## src/rtl/seg_scan_ctrl.sv

```systemverilog
// Purpose : multiplexed 7-segment scan; one shared hex decoder, per-digit registers, guard-blanked slots.
// Latency : write shown at the digit's next SCAN entry (1..NDIGITS*DIV cycles); an/seg registered.
// Backpr. : none; the write port is always accepted and never stalls.
//
// Ports:
//   clk, rst            clock (rising edge), asynchronous active-high reset
//   wr_en/wr_idx/wr_data digit register write; indices >= NDIGITS are dropped
//   digit_en            per-digit enable, sampled at each slot's SCAN entry
//   dec_in / dec_seg    to / from the shared external hex-to-7-segment decoder
//   an, seg             active-low digit select and segment drive (registered)
//   frame_done          one-cycle pulse after the last digit's slot ends
module seg_scan_ctrl #(
   parameter int NDIGITS   = 8,
   parameter int DIV       = 50000,
   parameter int GUARD_CYC = 4
) (
   input  logic               clk,
   input  logic               rst,
   input  logic               wr_en,
   input  logic [2:0]         wr_idx,
   input  logic [3:0]         wr_data,
   input  logic [NDIGITS-1:0] digit_en,
   output logic [3:0]         dec_in,
   input  logic [6:0]         dec_seg,
   output logic [NDIGITS-1:0] an,
   output logic [6:0]         seg,
   output logic               frame_done
);

   localparam int IW = (NDIGITS > 1) ? $clog2(NDIGITS) : 1;
   localparam int CW = (DIV > 1) ? $clog2(DIV) : 1;

   localparam logic [CW-1:0] CNT_LAST  = CW'(DIV - 1);
   // Last guard count: the edge leaving it is the SCAN entry.
   localparam logic [CW-1:0] CNT_ENTRY = CW'(GUARD_CYC - 1);
   localparam logic [IW-1:0] IDX_LAST  = IW'(NDIGITS - 1);

   logic [3:0]    digit [NDIGITS];
   logic [CW-1:0] cnt;
   logic [IW-1:0] idx;
   logic          wr_ok;

   assign wr_ok  = wr_en && (32'(wr_idx) < NDIGITS);

   // Shared decoder sees the currently selected digit's stored value.
   assign dec_in = digit[idx];

   // Digit storage: same-index writes on consecutive edges simply overwrite.
   always_ff @(posedge clk or posedge rst) begin
      if (rst) begin
         for (int i = 0; i < NDIGITS; i++) digit[i] <= 4'd0;
      end else if (wr_ok) begin
         digit[wr_idx[IW-1:0]] <= wr_data;
      end
   end

   // Slot counter, digit index and registered outputs.
   // Outputs change only at slot start (blank) and at SCAN entry (snapshot),
   // so later writes or enable changes cannot tear the digit being shown.
   always_ff @(posedge clk or posedge rst) begin
      if (rst) begin
         cnt        <= '0;
         idx        <= '0;
         an         <= '1;
         seg        <= 7'h7F;
         frame_done <= 1'b0;
      end else begin
         frame_done <= 1'b0;
         if (cnt == CNT_LAST) begin
            cnt        <= '0;
            an         <= '1;
            seg        <= 7'h7F;
            frame_done <= (idx == IDX_LAST);
            idx        <= (idx == IDX_LAST) ? '0 : idx + 1'b1;
         end else begin
            cnt <= cnt + 1'b1;
            if (cnt == CNT_ENTRY && digit_en[idx]) begin
               an  <= ~(NDIGITS'(1) << idx);
               seg <= dec_seg;
            end
         end
      end
   end

endmodule
```

## config.mk

```make
export PLATFORM = sky130hd
export DESIGN_NAME = seg_scan_ctrl
export DESIGN_NICKNAME = d
export VERILOG_FILES = /design/src/rtl/seg_scan_ctrl.sv
export SDC_FILE = /design/constraint.sdc
export NUM_CORES = 1
export LEC_CHECK = 0
export CAP_MARGIN = 15
export CORE_MARGIN = 4
export CORE_UTILIZATION = 57
export CTS_BUF_LIST = sky130_fd_sc_hd__clkbuf_8
export DETAILED_ROUTE_END_ITERATION = 8
export PLACE_DENSITY = 0.91
export SETUP_SLACK_MARGIN = 0.3
export SLEW_MARGIN = 10
export SYNTH_ARGS = -nofsm -noshare
export SYNTH_HDL_FRONTEND = slang
export SYNTH_SLANG_ARGS = --single-unit
export TNS_END_PERCENT = 30
```

## constraint.sdc

```tcl
create_clock -name clk -period 2.9 [get_ports clk]
set_clock_uncertainty 0.2 [all_clocks]
set_input_delay 0.58 -clock clk [delete_from_list [all_inputs] [get_ports clk]]
set_output_delay 0.58 -clock clk [all_outputs]
set_load 0.02 [all_outputs]
```

### Word level (Yosys, flattened, before mapping)

Cells that the tools add are included.

* add/subtract/negate cells: 2
* multipliers: 0
* divide/modulo/power cells: 0
* order comparisons: 4
* eq/ne operators: 3
* shifts and indexed selects: 1
* multiplexer cells: 15
* bitwise operators: 3
* reduce and logical (&&, ||, !) cells: 3

Operator list (number)
* $bwmux 32: 1
* $add 16x1->16 const B: 1
* $eq 16x16->1 const B: 1
* $eq 16x2->1 const B: 1
* $mux 16: 1
* $mux 8: 2
* $mux 7: 2
* $bmux 4 s3: 1
* $demux 4 s3: 1
* $mux 4: 3
* $ge 4x4->1 const B: 2
* $not 3->4: 2
* $not 8->8: 1
* $shl 1x3->8 const A: 1
* $lt 3x4->1 const B: 1
* $lt 4x1->1 const B: 1
* $add 3x1->3 const B: 1
* $bmux 1 s3: 1
* $eq 3x3->1 const B: 1
* $mux 3: 1
* $logic_and 1x1->1: 2
* $mux 1: 2
* $reduce_bool 2->1: 1

* register bits: 67
* bits in latches: 0
* RAM bits: 0
* memory bits (read-only): 0
* input bits: 25
* memories: 0

### Logic depth before layout (Yosys ltp)

Gate-level depths: netlist of run 1.

* word-level depth: 6
* depth in mapped cells: 7
* depth with buffers taken out: 5

### Worst setup path after synthesis of run 1

OpenSTA, ideal clock, no wires.

* path type: register -> output
* start: reg idx[0]
* end: out dec_in[0]
* arrival time: 1.422 ns
* required time: 2.120 ns
* slack: 0.698 ns
* stages on the path, launching flop included: 5
* buffers on the path: 1
* cells stage by stage: dfrtp_1 buf_2 mux4_2 nand2_1 nand2_1

* longest elaborated chain between the ends: 4

RTL lines
* start: declaration: RTL line 40 `logic [IW-1:0] idx;`
* start signal: assignment: RTL line 74 `idx <= (idx == IDX_LAST) ? '0 : idx + 1'b1;`
* $not 3->4 (implied by the code): RTL line 46 `assign dec_in = digit[idx];`
* $bmux 4 s3: RTL line 46
* $mux 4 (implied by the code) (2 in a row): RTL line 46
* end: declaration: RTL line 23 `output logic [3:0] dec_in,`

No other way between the ends. The select of a mux whose other input is x is not followed.

### Worst setup path in the final report of run 1

* start: reg idx[0]
* end: out dec_in[1]

The elaborated chain is that of the path after synthesis.

==> results of run 1 <==
-- cells by family after synthesis --
group / after synthesis / share of synthesized area [%]
xor+xnor: 12 / 3.17
simple gates: 90 / 15.3
fa+ha+maj: 7 / 2.64
mux: 44 / 18.0
flops: 67 / 51.2
buf+inv: 24 / 3.32
compound gates: 37 / 6.42
-- through the flow --
step | utilization [%] | cell area [sq um] | hold WS [ps]
4_1_cts | 73.2 | 4080 | 297
5_1_grt | 73.2 | 4080 | 331
2_1_floorplan | - | 3310 | 255
3_3_place_gp | 68.9 | 3840 | 278
6_report | 73.2 | 4080 | 298
3_5_place_dp | 68.9 | 3840 | 287
-- flip-flops by register name, indices dropped and copies added, names as in the netlist --
name	count
an	8
cnt	16
digit	32
frame_done	1
idx	3
seg	7
-- synthesized netlist by cell type (all sizes together) (2+ instances only) --
library cell | number | area, sq um
a31oi | 15 | 93.8
and4 | 6 | 52.6
buf | 7 | 46.3
clkbuf | 6 | 22.5
dfrtp | 52 | 1300
dfstp | 15 | 394
ha | 7 | 87.6
inv | 10 | 37.5
mux2 | 34 | 383
mux4 | 9 | 203
nand2 | 23 | 86.3
nand2b | 2 | 12.5
nand3 | 5 | 25.0
nand4 | 9 | 56.3
nand4b | 3 | 26.3
nor2 | 14 | 52.6
nor3 | 5 | 30.0
nor3b | 2 | 15.0
nor4 | 16 | 115
o21ai | 18 | 90.1
xnor2 | 6 | 52.6
xor2 | 6 | 52.6
-- repair_timing --
item	in CTS	in global routing
setup endpoints to repair	4	4
gates resized for setup	10	3
endpoints found under the hold margin	0	0
setup buffers	2	0
-- area by class of cell --
class	count	area, sq um	area share [%]
tap	72	90.1	2.21
clock inverter	5	76.3	1.87
timing repair buffer	53	514	12.6
inverter	11	45.0	1.10
multi-input combinational	190	1510	36.9
clock buffer	11	151	3.71
sequential	67	1700	41.6
-- worst paths after layout --
check                              startpoint                    end  slack, ps
setup / recovery           idx[0]$_DFFE_PP0N_              dec_in[1]        300
hold / removal               cnt[0]$_DFF_PP0_       cnt[0]$_DFF_PP0_        300
setup reg to reg             cnt[0]$_DFF_PP0_      an[1]$_DFFE_PP1P_        400
hold reg to reg              cnt[0]$_DFF_PP0_       cnt[0]$_DFF_PP0_        300
max in group asynchronous                 rst      an[1]$_DFFE_PP1P_       1740
min in group asynchronous                 rst  digit[19]$_DFFE_PP0P_        410
-- power breakdown --
group          leakage, nW  total [mW]  internal [mW]  switching, mW
Sequential           0.802        1.11           1.04         0.0616
Clock                0.117       0.886          0.527          0.359
Combinational        0.758       0.294          0.172          0.121
-- layer usage --
metal | GRT usage [%] | vias up
met2 | 36.8 | 146
met4 | 10.4 | 0
met3 | 4.71 | 15
li1 | - | 1135
met1 | 27.8 | 1239
met5 | 0 | -
==> run summary, run 1 <==
Leaving out fill and tap cells, the most frequent cells in the layout are sky130_fd_sc_hd__dfrtp_1 (49), sky130_fd_sc_hd__clkdlybuf4s50_1 (40), sky130_fd_sc_hd__mux2_2 (34). The final critical path takes up between 80% and 90% of the cycle. Sequential cells were found to cover 51.2% of the synthesized design area. The leakage power total is 1.68 nW. The number of clock sinks came out at 67. The synthesized design contains 67 register bits. The via count of the first global-routing pass was 2575. The signal on the critical path passes through buf_4, mux4_2, nand2_1, nand2_1, dlygate4sd2_1. The final antenna-violating net count came out at 0. The final critical delay including setup and external delays came out at 2600 ps.

In this run the top signal layer used is met4. On the critical path, the stage with the largest delay is an instance of sky130_fd_sc_hd__mux4_2. Counting along the longest clock path gives a buffer depth of 2.

The number of port buffers came out at 44. The flow ran to the end, and the final reports show no timing, DRC or antenna violations. The max-capacitance violation count came out at 0. The max-slew violation total from the final report is 0. Broken down by cell family, the worst path's largest delay share belongs to multiplexers. The critical path startpoint category is a flop. Setup repair after global routing could not meet its margin everywhere.

In this run the horizontal extent of the chip is 84.2 microns. The chip height came out at ~84 microns. For this run, design rule violations remaining after detail routing come to 0. The kind of capture point of the worst setup path is an output port. Global routing used 22.2% of the available tracks across all layers. The post-synth design cell area came out at roughly 0.0033 sq mm.

The maximum clock frequency is around 0.38 GHz. The final layout contains 364 nets. The commonest non-fill, non-tap cell in the layout is sky130_fd_sc_hd__dfrtp_1. At the later pin of the worst-skew pair, clock insertion delay measures around 340 ps. The worst setup margin is 297 ps. The number of hold violations in the final report came out at 0. For this run the aggregate overflow at the end of global routing stands at 0. On the worst path, the slowest cell contributes a delay of 490 ps.

The logic depth of the worst register-to-register path came out at 5. The core region is approximately 0.0056 sq mm. A synthesized cell averages approximately 12 sq um. The count of hold buffers inserted by post-cts repair came out at 0. The die footprint came out at 0.00709 sq mm. The buffering stage count on the worst path with inverters included is 2. The root buffer cell is sky130_fd_sc_hd__clkbuf_8.

The power after layout came out at 2.28 mW. The post-route non-filler standard cell count is about 400. The amount of wire on met3 after detailed routing is 580 microns. The total inserted antenna cells is 0.

The clock-pin slew on the worst setup and hold paths is 70 ps. Across all layers, the routed design uses 2535 vias. The transition at the pin with the smallest max-transition slack came out at roughly 670 ps. TritonCTS built the clock tree. The pin count of the biggest net entering global routing is 68. The warning count from the yosys run is 0. For this block, the routed nets add up to 7.57 mm of wire.

The number of instances in the synthesized netlist is 281. In this run, synthesis inferred 0 flip-flops with an integrated enable. The relative max-transition margin is 55.0%. The number of search-and-repair iterations in the first detailed-routing pass is 5. The initial cell density of the core is 59.4%. The level count of the clock H-tree is 3. In the synthesized netlist the dominant register cell turns out to be sky130_fd_sc_hd__dfrtp_1.

For the worst setup path, the data required time is around 2100 ps. The top fanout value on the critical path is 5. Synthesis instantiated 38 different standard cells from the library. Dividing total power by cell area gives a power density of 560 mW/mm^2.

By instance count, the cell type seen most on the critical path is sky130_fd_sc_hd__nand2_1. The proportion of layout cells with a drive suffix above 1 came out at 27.0%. The first-pass GRT wire length is 12.4 mm. Before CTS, the worst setup slack after placement is 223 ps. The starting DRC count in detailed routing is approximately 180. The path class of the tightest hold or removal check is flop to flop.

The number of endpoints failing setup at the final stage is 0. After detailed routing, the number of vias per cell comes to 6.20. The count of cells along the worst hold path came out at 1.

The met1 layer wirelength in the final routing came out at ~3.1 mm. STA puts the critical path data arrival time at 1820 ps. The setup path with the least slack is of type flop to output port. The highest ir drop seen on vdd is 0.321 mV. Relative to the synthesized area, the layout overhead comes to 23.3%.

The detailed-routed wire length on met2 came out at 3.70 mm. The total negative slack for setup checks came out at 0 ps. The floorplan row count is 27. Counting tap cells, the placed design contains a total of 391 instances. The number of gates on the worst path with buffers counted is 5. Clock tree synthesis inserted a total of 9 buffers. The placer's final routability congestion estimate came out at 0.841. The number of fill cells came out at 363. The net count of the mapped netlist came out at around 310.

The initial antenna violation count was 0. The wire-length estimate of the detail-placed layout is about 5 mm. The I/O pin total came out at 45. The fraction of registers with async set or reset after synthesis is 100%. The mean routed wirelength per cell came out at 18.5 microns.
Power figures use the tool's default switching activity.
==> inputs of run 2 (changes only) <==
- ABC_AREA: unset -> 1
==> run 2 against run 1 <==
  * Global-route usage is 1.1 points higher
  * Cell count up 38%
  * Clock-buffer cell count decreased by 2
  * Critical path type unchanged
  * Highest routed layer unchanged
==> run summary, run 2 <==
The run finished with clean final reports. Tracing the worst setup path back leads to its startpoint at idx[0]$_DFFE_PP0N_. The largest registers in the layout are digit x32, cnt x16, an x8. The placer's final routability congestion estimate is 0.892. Clock-pin slew was measured on the worst setup and hold paths at approximately 70 ps. The endpoint of the most critical setup path is dec_in[2]. Synthesis instantiated 29 different standard cells from the library.

Cells fill roughly 70% of the core in the end. The maximum clock frequency is 0.358 GHz. The kind of capture point of the worst setup path is an output port.

The via count of the first global-routing pass came to approximately 3000. The final critical delay including setup and external delays is 2790 ps. The share of Yosys cell area claimed by the top area cell type is 37.9%. The type of the tightest min-delay check is flop to flop. Headroom to the max-slew limit came out at between 70 and 80%. The number of buffers created by CTS came out at 9. The number of search-and-repair iterations in the first detailed-routing pass is 4. The endpoint of the worst-slack reg-to-reg timing path is an[6]$_DFFE_PP1P_. The cell type with the highest aggregate area in the netlist is sky130_fd_sc_hd__dfrtp_1.

The max-capacitance violation count came out at 0. The mean area per synthesized cell came out at ~8 sq um. The detailed-route DRC error count is 0. The root buffer cell is sky130_fd_sc_hd__clkbuf_8. The total inserted antenna cells is 0. The required time reported for the critical path endpoint came out at 2120 ps.

The number of endpoints failing setup at the final stage is 0. The final worst-path cycle share came out at between 90% and 100%. Dividing the detail-routed wire length by the instance count gives 13.9 microns.

The count of buffers added by post-CTS timing repair for setup came out at 0. The critical register-to-register path startpoint is idx[0]$_DFFE_PP0N_. The warning count from the yosys run is 0.

After synthesis, flip-flops and latches occupy 49.4% of the total area. Counting flops with an async set or reset pin after synthesis yields a share of 100%. No sink is reached through more buffers than the 2 on the longest clock path. In the global route stage, overall resource usage came out at a little under a quarter. The top fanout value on the critical path came out at 8. The final antenna-violating net count came out at 0.

Setup repair after global routing could not meet its margin everywhere. The max-slew violation total from the final report is 0. The net count of the mapped netlist came out at 467. The clock network fraction of design power is between 30% and 40%. The floorplan row count is 28. The worst setup path is of the flop to output port kind. The register with the most flip-flops in the layout has 32 of them.

The initial cell density of the core came out at 58.3%. The fraction of power spent switching nets came out at 27.5%. The number of flops mapped to enable cells by yosys came out at 0.

The number of clock sinks came out at 67. Among all cell types in the netlist, the one instantiated most often is sky130_fd_sc_hd__nand2_1. In the post-synthesis netlist, the biggest area contributors are sky130_fd_sc_hd__dfrtp_1 (38%), sky130_fd_sc_hd__nand2_1 (14%), sky130_fd_sc_hd__dfstp_2 (11%). The most common flop cell mapped by yosys is sky130_fd_sc_hd__dfrtp_1. Measured along the x axis, the die boundary spans 85.6 microns.

The die footprint came out at 0.00733 sq mm. The commonest cells after synthesis are sky130_fd_sc_hd__nand2_1 (130), sky130_fd_sc_hd__dfrtp_1 (52), sky130_fd_sc_hd__o21ai_0 (47). STA puts the critical path data arrival time at around 2000 ps. The total internal power is 1.46 mW. Counting cells, the worst reg-to-reg path comes to 10.

The number of instances in the synthesized netlist is 435. The proportion of layout cells with a drive suffix above 1 is 10.6%. For this design the total switching power over the nets is 0.553 mW. The pin count of the biggest net entering global routing came out at 57. The clock tree synthesis step divided the H-tree into 3 levels. In this run, flip-flops and latches consume 54.7% of the power.

The first global-routing pass estimated 13.5 mm of wire. The critical path startpoint category is a flop. The post-synth design cell area is around 0.0034 sq mm. During I/O placement, the number of pins put on the boundary was 45. The power density over the cells came out at 490 mW/mm^2. The CTS tree is yes. The area of the core came out at 0.00589 sq mm.

In this run the static leakage power is 2.04 nW. The library cells used most frequently in the layout, excluding fill and tap cells, are sky130_fd_sc_hd__nand2_1 (130), sky130_fd_sc_hd__dfrtp_1 (51), sky130_fd_sc_hd__o21ai_0 (47). The count of hold buffers inserted by post-cts repair is 0. The most flop-heavy register is digit. The highest ir drop seen on vdd came out at 0.372 mV. For the pin with the worst max-slew slack, the measured transition is approximately 400 ps.

The growth of design area from synthesis to finish is 19.6%. The starting DRC count in detailed routing came out at 181. The via density per instance came out at approximately 5.4. The initial antenna violation count is 0. The vias after detailed routing is just over 3000. The overall routed net length came out at 7.85 mm. Port buffering added 44 buffers. The number of hold violations in the final report is 0.

The commonest non-fill, non-tap cell in the layout is sky130_fd_sc_hd__nand2_1. The part of the total power dissipated in combinational logic came out at 13.3%. The residual overflow from global routing came out at 0. The number of nets in the layout is about 520. The latest clock arrival within the worst-skew pair is 350 ps. The worst-case register-to-register setup slack is 800 ps. From bottom edge to top edge, the die measures approximately 86 microns. The total negative slack for setup checks is 0 ps. The number of synthesized register bits came out at 67. The final HPWL from detailed placement came out at roughly 5.6 mm.
==> run 2: worst min-delay path by stage <==
stage | startpoint | endpoint | slack, ps | cells after the start
6_report | cnt[0]$_DFF_PP0_ | cnt[0]$_DFF_PP0_ | 270 | 1
4_1_cts | cnt[0]$_DFF_PP0_ | cnt[0]$_DFF_PP0_ | 270 | 1
5_1_grt | cnt[0]$_DFF_PP0_ | cnt[0]$_DFF_PP0_ | 280 | 1
3_3_place_gp | cnt[0]$_DFF_PP0_ | cnt[0]$_DFF_PP0_ | 250 | 1
2_1_floorplan | cnt[0]$_DFF_PP0_ | cnt[0]$_DFF_PP0_ | 230 | 1
3_5_place_dp | cnt[0]$_DFF_PP0_ | cnt[0]$_DFF_PP0_ | 260 | 1
==> run 2: area by class of cell <==
type	instances	area, sq um
well taps	75	93.8
multi-input cells	309	1470
repair inverters	1	5.00
repair buffers	51	510
flip-flops and latches	67	1700
clock inverters	7	31.3
fillers	487	1780
clock buffers	9	124
inverters	46	176
==> run 2: worst max-delay path, stage by stage (launching register included) <==
cell and delay, ps:
sky130_fd_sc_hd__dfrtp_2 430, sky130_fd_sc_hd__clkinvlp_2 300, sky130_fd_sc_hd__nor2_1 180, sky130_fd_sc_hd__o22ai_1 100, sky130_fd_sc_hd__nand2_1 60, sky130_fd_sc_hd__nand2_1 50, sky130_fd_sc_hd__clkdlybuf4s50_1 540
==> run 2: kinds of logic (layout without fill, tap and decap cells) <==
kind of cell	after synthesis	in the layout	synth area share (%)
adders and majority gates	7	7	2.55
and+or+nand+nor	229	229	28.9
DFF	67	67	49.4
xor gates and xnor gates	4	4	1.02
AOI/OAI and AO/OA	69	69	10.4
buffers and inverters	59	114	7.84
==> run 2: layer usage <==
layer	share of wire [%]	track usage, %	vias up
met5	0	0	-
met4	2.7	8.92	0
met3	6.1	4.90	22
met2	49	39.9	88
met1	42	29.0	1414
li1	-	-	1501
==> run 2: what timing repair did <==
item,in CTS,in global routing
cloned,1,0
gates resized for setup,5,1
setup endpoints to repair,4,4
==> run 2: power by group through the flow <==
stage	combinational [mW]	sequential, mW	clock (mW)
after floorplan	0.144	1.11	0
after global placement	0.260	1.11	0
after detailed placement	0.272	1.11	0
after CTS	0.271	1.10	0.645
after global routing	0.303	1.11	0.686
final	0.267	1.10	0.644
==> run 2: per-stage QoR <==
step	instance area [sq um]	setup slack (ps)	hold WS, ps	cells	total power [mW]
3_5_place_dp	3940	398	264	548	1.39
5_1_grt	4110	4.22	280	565	2.10
6_report	4110	106	269	565	2.01
4_1_cts	4100	115	273	565	2.02
3_3_place_gp	3940	456	246	548	1.37
2_1_floorplan	3430	462	232	435	1.25
